===== src/rtl/mem_port_arbiter_pkg.sv =====
// Shared definitions for the IF/MEM single-port RAM arbiter.
//   ADDR_W_DEF / DATA_W_DEF : default RAM word-address and data widths
//   resp_e                  : owner of the response returned one cycle after a grant
//   resp_t                  : registered response descriptor (owner + load flag)
package mem_port_arbiter_pkg;
  localparam int ADDR_W_DEF = 14;
  localparam int DATA_W_DEF = 32;

  typedef enum logic [1:0] {
    RESP_NONE = 2'd0,
    RESP_IF   = 2'd1,
    RESP_MEM  = 2'd2,
    RESP_ERR  = 2'd3
  } resp_e;

  typedef struct packed {
    resp_e owner;
    logic  ld;     // MEM access was a load; stores return zero data
  } resp_t;
endpackage


===== src/rtl/starve_counter.sv =====
// Counts consecutive cycles where IF requests but loses to MEM.
//   clk, rst : clock, async active-high reset
//   if_req   : IF is requesting this cycle
//   if_gnt   : IF granted this cycle
//   mem_gnt  : MEM granted this cycle
//   at_max   : counter has reached STARVE_MAX; IF must win this cycle
module starve_counter
  import mem_port_arbiter_pkg::*;
#(
  parameter int STARVE_MAX = 3
) (
  input  logic clk,
  input  logic rst,
  input  logic if_req,
  input  logic if_gnt,
  input  logic mem_gnt,
  output logic at_max
);
  localparam int CW = (STARVE_MAX < 1) ? 1 : $clog2(STARVE_MAX + 1);

  logic [CW-1:0] cnt, cnt_d;

  assign at_max = (cnt == CW'(STARVE_MAX));

  always_comb begin
    cnt_d = cnt;
    if (!if_req || if_gnt)       cnt_d = '0;
    else if (mem_gnt && !at_max) cnt_d = cnt + 1'b1;
  end

  always_ff @(posedge clk or posedge rst) begin
    if (rst) cnt <= '0;
    else     cnt <= cnt_d;
  end
endmodule


===== src/rtl/mem_port_arbiter.sv =====
// Arbitrates instruction fetch (IF) and load/store (MEM) onto one single-port RAM.
// MEM has priority unless IF has been starved STARVE_MAX cycles in a row.
// Every grant returns a response exactly one cycle later; fully pipelined.
//   clk, rst                              : clock, async active-high reset
//   if_req/if_addr -> if_gnt/if_valid/if_rdata/if_stall : fetch port
//   mem_req/mem_we/mem_addr/mem_wdata -> mem_gnt/mem_valid/mem_rdata/mem_err : data port
//   ram_en/ram_we/ram_addr/ram_wdata, ram_rdata : RAM side, read data one cycle after ram_en
module mem_port_arbiter
  import mem_port_arbiter_pkg::*;
#(
  parameter int ADDR_W     = ADDR_W_DEF,
  parameter int DATA_W     = DATA_W_DEF,
  parameter int STARVE_MAX = 3
) (
  input  logic              clk,
  input  logic              rst,
  input  logic              if_req,
  input  logic [31:0]       if_addr,
  output logic              if_gnt,
  output logic              if_valid,
  output logic [DATA_W-1:0] if_rdata,
  output logic              if_stall,
  input  logic              mem_req,
  input  logic              mem_we,
  input  logic [31:0]       mem_addr,
  input  logic [DATA_W-1:0] mem_wdata,
  output logic              mem_gnt,
  output logic              mem_valid,
  output logic [DATA_W-1:0] mem_rdata,
  output logic              mem_err,
  output logic              ram_en,
  output logic              ram_we,
  output logic [ADDR_W-1:0] ram_addr,
  output logic [DATA_W-1:0] ram_wdata,
  input  logic [DATA_W-1:0] ram_rdata
);
  logic  at_max, if_win, mem_win, mem_ok;
  resp_t resp_q, resp_d;

  // Byte-offset bits and bits above the RAM range are not decoded.
  logic unused_addr;
  assign unused_addr = ^{if_addr[31:ADDR_W+2], if_addr[1:0], mem_addr[31:ADDR_W+2]};

  starve_counter #(.STARVE_MAX(STARVE_MAX)) u_starve (
    .clk    (clk),
    .rst    (rst),
    .if_req (if_req),
    .if_gnt (if_win),
    .mem_gnt(mem_win),
    .at_max (at_max)
  );

  always_comb begin
    if_win  = !rst && if_req && (!mem_req || at_max);
    mem_win = !rst && mem_req && !if_win;
    // misaligned MEM is still granted, but never reaches the RAM
    mem_ok  = mem_win && (mem_addr[1:0] == 2'b00);

    if_gnt    = if_win;
    mem_gnt   = mem_win;
    if_stall  = if_req && !if_win;
    ram_en    = if_win || mem_ok;
    ram_we    = mem_ok && mem_we;
    ram_addr  = '0;
    if (if_win)      ram_addr = if_addr[ADDR_W+1:2];
    else if (mem_ok) ram_addr = mem_addr[ADDR_W+1:2];
    ram_wdata = ram_we ? mem_wdata : '0;

    resp_d = '{owner: RESP_NONE, ld: 1'b0};
    if (if_win)       resp_d = '{owner: RESP_IF,  ld: 1'b0};
    else if (mem_ok)  resp_d = '{owner: RESP_MEM, ld: !mem_we};
    else if (mem_win) resp_d = '{owner: RESP_ERR, ld: 1'b0};
  end

  always_ff @(posedge clk or posedge rst) begin
    if (rst) resp_q <= '{owner: RESP_NONE, ld: 1'b0};
    else     resp_q <= resp_d;
  end

  always_comb begin
    if_valid  = !rst && (resp_q.owner == RESP_IF);
    mem_valid = !rst && ((resp_q.owner == RESP_MEM) || (resp_q.owner == RESP_ERR));
    mem_err   = !rst && (resp_q.owner == RESP_ERR);
    if_rdata  = if_valid ? ram_rdata : '0;
    mem_rdata = (!rst && resp_q.owner == RESP_MEM && resp_q.ld) ? ram_rdata : '0;
  end
endmodule


===== config.mk =====
export PLATFORM = sky130hd
export DESIGN_NAME = mem_port_arbiter
export DESIGN_NICKNAME = d
export VERILOG_FILES = /design/src/rtl/mem_port_arbiter_pkg.sv /design/src/rtl/starve_counter.sv /design/src/rtl/mem_port_arbiter.sv
export SDC_FILE = /design/constraint.sdc
export NUM_CORES = 1
export LEC_CHECK = 0
export ABC_CLOCK_PERIOD_IN_PS = 4800
export CAP_MARGIN = 30
export CORE_AREA = 2 2 98 100
export DETAILED_ROUTE_END_ITERATION = 10
export DIE_AREA = 0 0 100 102
export GPL_ROUTABILITY_DRIVEN = 0
export GPL_TIMING_DRIVEN = 1
export PLACE_DENSITY_LB_ADDON = 0.3
export SYNTH_ARGS = -nofsm -noshare
export SYNTH_HDL_FRONTEND = slang
export SYNTH_HIERARCHICAL = 1
export SYNTH_SLANG_ARGS = --single-unit

===== constraint.sdc =====
create_clock -name clk -period 4.8 [get_ports clk]
set_clock_uncertainty 0.05 [all_clocks]
set_input_delay 1.44 -clock clk [delete_from_list [all_inputs] [get_ports clk]]
set_output_delay 1.44 -clock clk [all_outputs]
set_load 0.01 [all_outputs]

# ---- After elaboration in Yosys (flattened, before gate mapping)
# Cells that the tools add are included.
dict set report classes {
  n_addsub 1
  n_mul 0
  n_div 0
  order_cmp 0
  n_eq_ne 4
  shifts 0
  mux 10
  bitwise_logic 0
  reduce_logical 25
}
# cell n
set ops {}
lappend ops {{32-bit 2-to-1 mux} 3}
lappend ops {{14-bit 2-to-1 mux} 2}
lappend ops {{1-bit logical AND} 13}
lappend ops {{3-bit 2-to-1 mux} 3}
lappend ops {{2-bit == test, second input constant} 3}
lappend ops {{1-bit logical NOT} 6}
lappend ops {{1-bit logical OR} 4}
lappend ops {{2-bit 2-to-1 mux} 2}
lappend ops {{2-bit by 1-bit adder with 2-bit output, second input constant} 1}
lappend ops {{2-bit by 1-bit == test with 1-bit output, second input constant} 1}
lappend ops {{2-bit logical NOT} 1}
lappend ops {{2-bit nonzero test} 1}
dict set report totals {
  regBits 5
  latch_bits 0
  ramBits 0
  romBits 0
  in_bits 133
  output_inout_bits 118
  word_cells 43
  n_memories 0
}

# ---- Depth between registers and ports, before layout
dict set report depth {
  ltp_word 8
  mapped_depth 9
  mapped_depth_nobuf 7
}

# ---- Modules after synthesis
# Netlist, hierarchy kept.
# module n_inst cells_each area_each_um2 seq_area_each_um2
set by_module_without_submodules {}
lappend by_module_without_submodules {mem_port_arbiter 1 145 1007.2 75.1}
lappend by_module_without_submodules {starve_counter 1 10 112.6 50.0}

# ---- Worst setup path after synthesis
# Ideal clock, no wire load.
dict set report synth_path {
  kind {input to output}
  from {input port rst}
  to {output port ram_we}
  arrival_time_ns 2.403
  t_required_ns 3.310
  path_slack_ns 0.907
  path_stages 5
  path_buffers 2
  cell_sequence {nand2b_4 a2111oi_4 buf_6 buf_6 and2_1}
}
dict set report synth_between {
  elab_chain_len 7
  elab_cells_between_ends 8
  classes_between {reduce/logical (8)}
}
# element line_no
set synth_rtl {}
lappend synth_rtl {{start, declared} mem_port_arbiter.sv:16} ;# input logic rst,
lappend synth_rtl {{1-bit logical NOT (no source line) (*)} -}
lappend synth_rtl {{1-bit logical AND (2 in a row)} mem_port_arbiter.sv:54} ;# if_win = !rst && if_req && (!mem_req || at_max);
lappend synth_rtl {{1-bit logical NOT} mem_port_arbiter.sv:55} ;# mem_win = !rst && mem_req && !if_win;
lappend synth_rtl {{1-bit logical AND (*)} mem_port_arbiter.sv:55}
lappend synth_rtl {{1-bit logical AND (*)} mem_port_arbiter.sv:57} ;# mem_ok = mem_win && (mem_addr[1:0] == 2'b00);
lappend synth_rtl {{1-bit logical AND (*)} mem_port_arbiter.sv:63} ;# ram_we = mem_ok && mem_we;
lappend synth_rtl {{end, declared} mem_port_arbiter.sv:32} ;# output logic ram_we,
# Every way passes the cells marked *; elsewhere a longest branch is shown, timed or not.

# ---- Final worst setup path
dict set report layout_path {
  from {input port if_req}
  to {output port ram_wdata[1]}
}
dict set report layout_between {
  elab_chain_len 7
}
# element line_no
set layout_rtl {}
lappend layout_rtl {{start, declared} mem_port_arbiter.sv:17} ;# input logic if_req,
lappend layout_rtl {{1-bit logical AND (2 in a row)} mem_port_arbiter.sv:54}
lappend layout_rtl {{1-bit logical NOT} mem_port_arbiter.sv:55}
lappend layout_rtl {{1-bit logical AND} mem_port_arbiter.sv:55}
lappend layout_rtl {{1-bit logical AND} mem_port_arbiter.sv:57}
lappend layout_rtl {{1-bit logical AND} mem_port_arbiter.sv:63}
lappend layout_rtl {{32-bit 2-to-1 mux} mem_port_arbiter.sv:67} ;# ram_wdata = ram_we ? mem_wdata : '0;
lappend layout_rtl {{end, declared} mem_port_arbiter.sv:34} ;# output logic [DATA_W-1:0] ram_wdata,
# No other way between the ends.

==> metrics <==
core area 9110 um2; Ys Warns 6; Syn Area/Cell 7.22 um2; Antenna Nets Post-Route 0; Setup CP Type in -> out; Hold Path Depth 2; clk root buf clkbuf_8; clock share of power 25.9%; Tcrit/Tclk final 98.9%; Sum Neg Setup Slack 0 ns; Mapped Nets 289; Synth Register Bits 5; # DRC 0; Max Cap Viol 0; hpwl dp 5340 um; count of different cell masters after synthesis 23; share of cells above drive strength 1 8.16%; worst slack, placed -0.169 ns; synthesized cell area 1120 um2; Worst Setup End Kind output port; Flop pwr share 15.3%; RSZ-0062 raised after global routing false; Fmax 211 MHz; Initial DRC Count 28; number of antenna violations at the first check in global routing 0; Worst-path clk slew 0.03 ns; status finished, final reports clean; DIE WIDTH 100 um; reg-to-reg critical path endpoint u_starve/cnt[1]$_DFFE_PP0P_; r2r setup slk 2.79 ns; grt total ovfl 0; WHS Endpoint u_starve/cnt[1]$_DFFE_PP0P_; Slew Limit Headroom 83.3%; Peak supply drop 133 uV; setup violators final 0; Seq/Total Area, Yosys 11.2%; Area growth syn-to-layout 226%; crit path time final 4.75 ns; P_leak 2.28 nW; PnR worst setup slack 0.0546 ns; clock sink total 5; Psw 0.0744 mW; hold_buf cts 0; Worst Path Required 3.31 ns; Final Hold Fails 0; Sw Ratio 25.0%; Comb power frac 58.8%; Final nets 515; starting density of the core 12.3%; number of vias per cell 3.98; vias in the first global route 1,951; FF-to-FF Start u_starve/cnt[0]$_DFFE_PP0P_; final WL 6750 um; CTS buffer count 3; largest net degree at the start of global routing 34; Skew-Pair Late Insertion Delay 0.22 ns; TritonCTS clock tree built; crit path launch type primary input; area of the die 10,200 um2; Die Y 102 um; I/O pins 251; n_diodes 0; Hold Path Class reg -> reg; Bufs on Longest Clock Path 2; row count 35; cell internal pwr 0.223 mW; CP max FO 6; overall fraction of global-route tracks in use 11.6%; Power Dens Cells 81.4 nW/um2; hold path start u_starve/cnt[1]$_DFFE_PP0P_; port bufs 216; CP arrival 3.26 ns; htree depth 1; worst hold margin 0.478 ns; reg2reg path depth 9; Cells after Synth 155; routed length per instance 13.7 um; Max Transition Viols Final 0; first-pass GRT wire length 9690 um; DR pass1 iterations 4; worst slew pin tran 0.251 ns; via count 1,955
## worst max-delay path: stages
cell and delay (ns):
clkdlybuf4s50_1 0.46, a2111oi_4 0.37, buf_4 0.18, buf_6 0.12, and3_1 0.15, clkdlybuf4s50_1 0.53
## cells in the mapped netlist
cell type / instances / area [um2]
a2111oi_4: 1 / 27.5
a22o_1: 14 / 123
and2_1: 66 / 413
and2b_1: 1 / 7.51
and3_1: 33 / 206
and3b_1: 1 / 8.76
buf_2: 3 / 15.0
buf_6: 2 / 22.5
clkbuf_1: 9 / 33.8
clkbuf_2: 2 / 10.0
dfrtp_1: 5 / 125
ha_1: 1 / 12.5
inv_1: 2 / 7.51
mux2i_1: 1 / 10.0
nand2b_1: 2 / 12.5
nand2b_4: 1 / 13.8
nor2_1: 4 / 15.0
nor2b_1: 2 / 12.5
nor2b_4: 1 / 13.8
nor3b_1: 1 / 7.51
o21bai_1: 1 / 7.51
or2_2: 1 / 6.26
xnor2_1: 1 / 8.76
## power by group through the flow
| stage | combinational, mW | sequential (mW) | clock (mW) |
|---|---|---|---|
| 4_1_cts | 0.176 | 0.0456 | 0.0798 |
| 5_1_grt | 0.189 | 0.0460 | 0.0828 |
| 3_3_place_gp | 0.175 | 0.0461 | 0 |
| 2_1_floorplan | 0.0425 | 0.0458 | 0 |
| 6_report | 0.175 | 0.0456 | 0.0770 |
| 3_5_place_dp | 0.176 | 0.0462 | 0 |
## through the flow
stage	cells	total power, mW	utilization, %	area [um2]
finish	491	0.298	40.1	3650
global route	491	0.317	40.1	3650
CTS	490	0.302	39.2	3570
detailed placement	480	0.223	38.4	3500
global placement	480	0.221	38.4	3500
floorplan	155	0.0883	-	1120
## area by class of cell
type	count	area (um2)
Timing Repair Buffer	237	2420
Clock buffer	4	45.0
Sequential cell	5	125
Inverter	2	7.51
Tap cell	111	139
Fill cell	937	5450
Multi-Input combinational cell	132	915
## state kept, by name, summed over array words and instances, names as in the netlist
signal,cells
resp_q,3
u_starve/cnt,2
## cells by family (layout without fill, tap and decap cells)
logic type	after synthesis	after routing	share of synthesized area, %
adder cells (fa/ha/maj)	1	1	1.12
AND/OR/NAND/NOR	113	113	64.0
XOR/XNOR	1	1	0.782
AO/OA/AOI/OAI	16	16	14.1
multiplexers	1	1	0.894
flip-flops	5	5	11.2
buffers and inverters	18	243	7.93
## worst max path at each step
stage | from | endpoint
floorplan | rst | ram_we
global placement | rst | ram_wdata[11]
detailed placement | rst | ram_wdata[11]
CTS | rst | mem_rdata[29]
global route | if_req | ram_wdata[18]
finish | if_req | ram_wdata[1]
## layout by cell type, fill, tap and decap left out, types with 2 or more instances in the layout
master and n:
inv_1 2, a22o_1 14, nor2_1 3, buf_6 2, nor2b_1 2, nand2b_1 2, clkdlybuf4s50_1 143, buf_4 14
dlymetal6s2s_1 30, and3_1 33, dfrtp_1 5, buf_12 4, and2_1 66, dlygate4sd2_1 43, clkbuf_8 3
## metal layers
layer / vias up / wire (um) / global-route usage, %
li1: 968 / - / -
met1: 863 / 2380 / 12.7
met2: 124 / 3520 / 22.2
met3: 0 / 847 / 4.79
met4: 0 / 0 / 0.632
met5: - / 0 / 0
## repair_timing
item,CTS,global route
cloned,3,0
gates resized for setup,43,32
buffers inserted,3,1
hold endpoints to repair,0,0
setup endpoints to repair,49,36
pin swaps,1,0
Power figures use the tool's default switching activity.
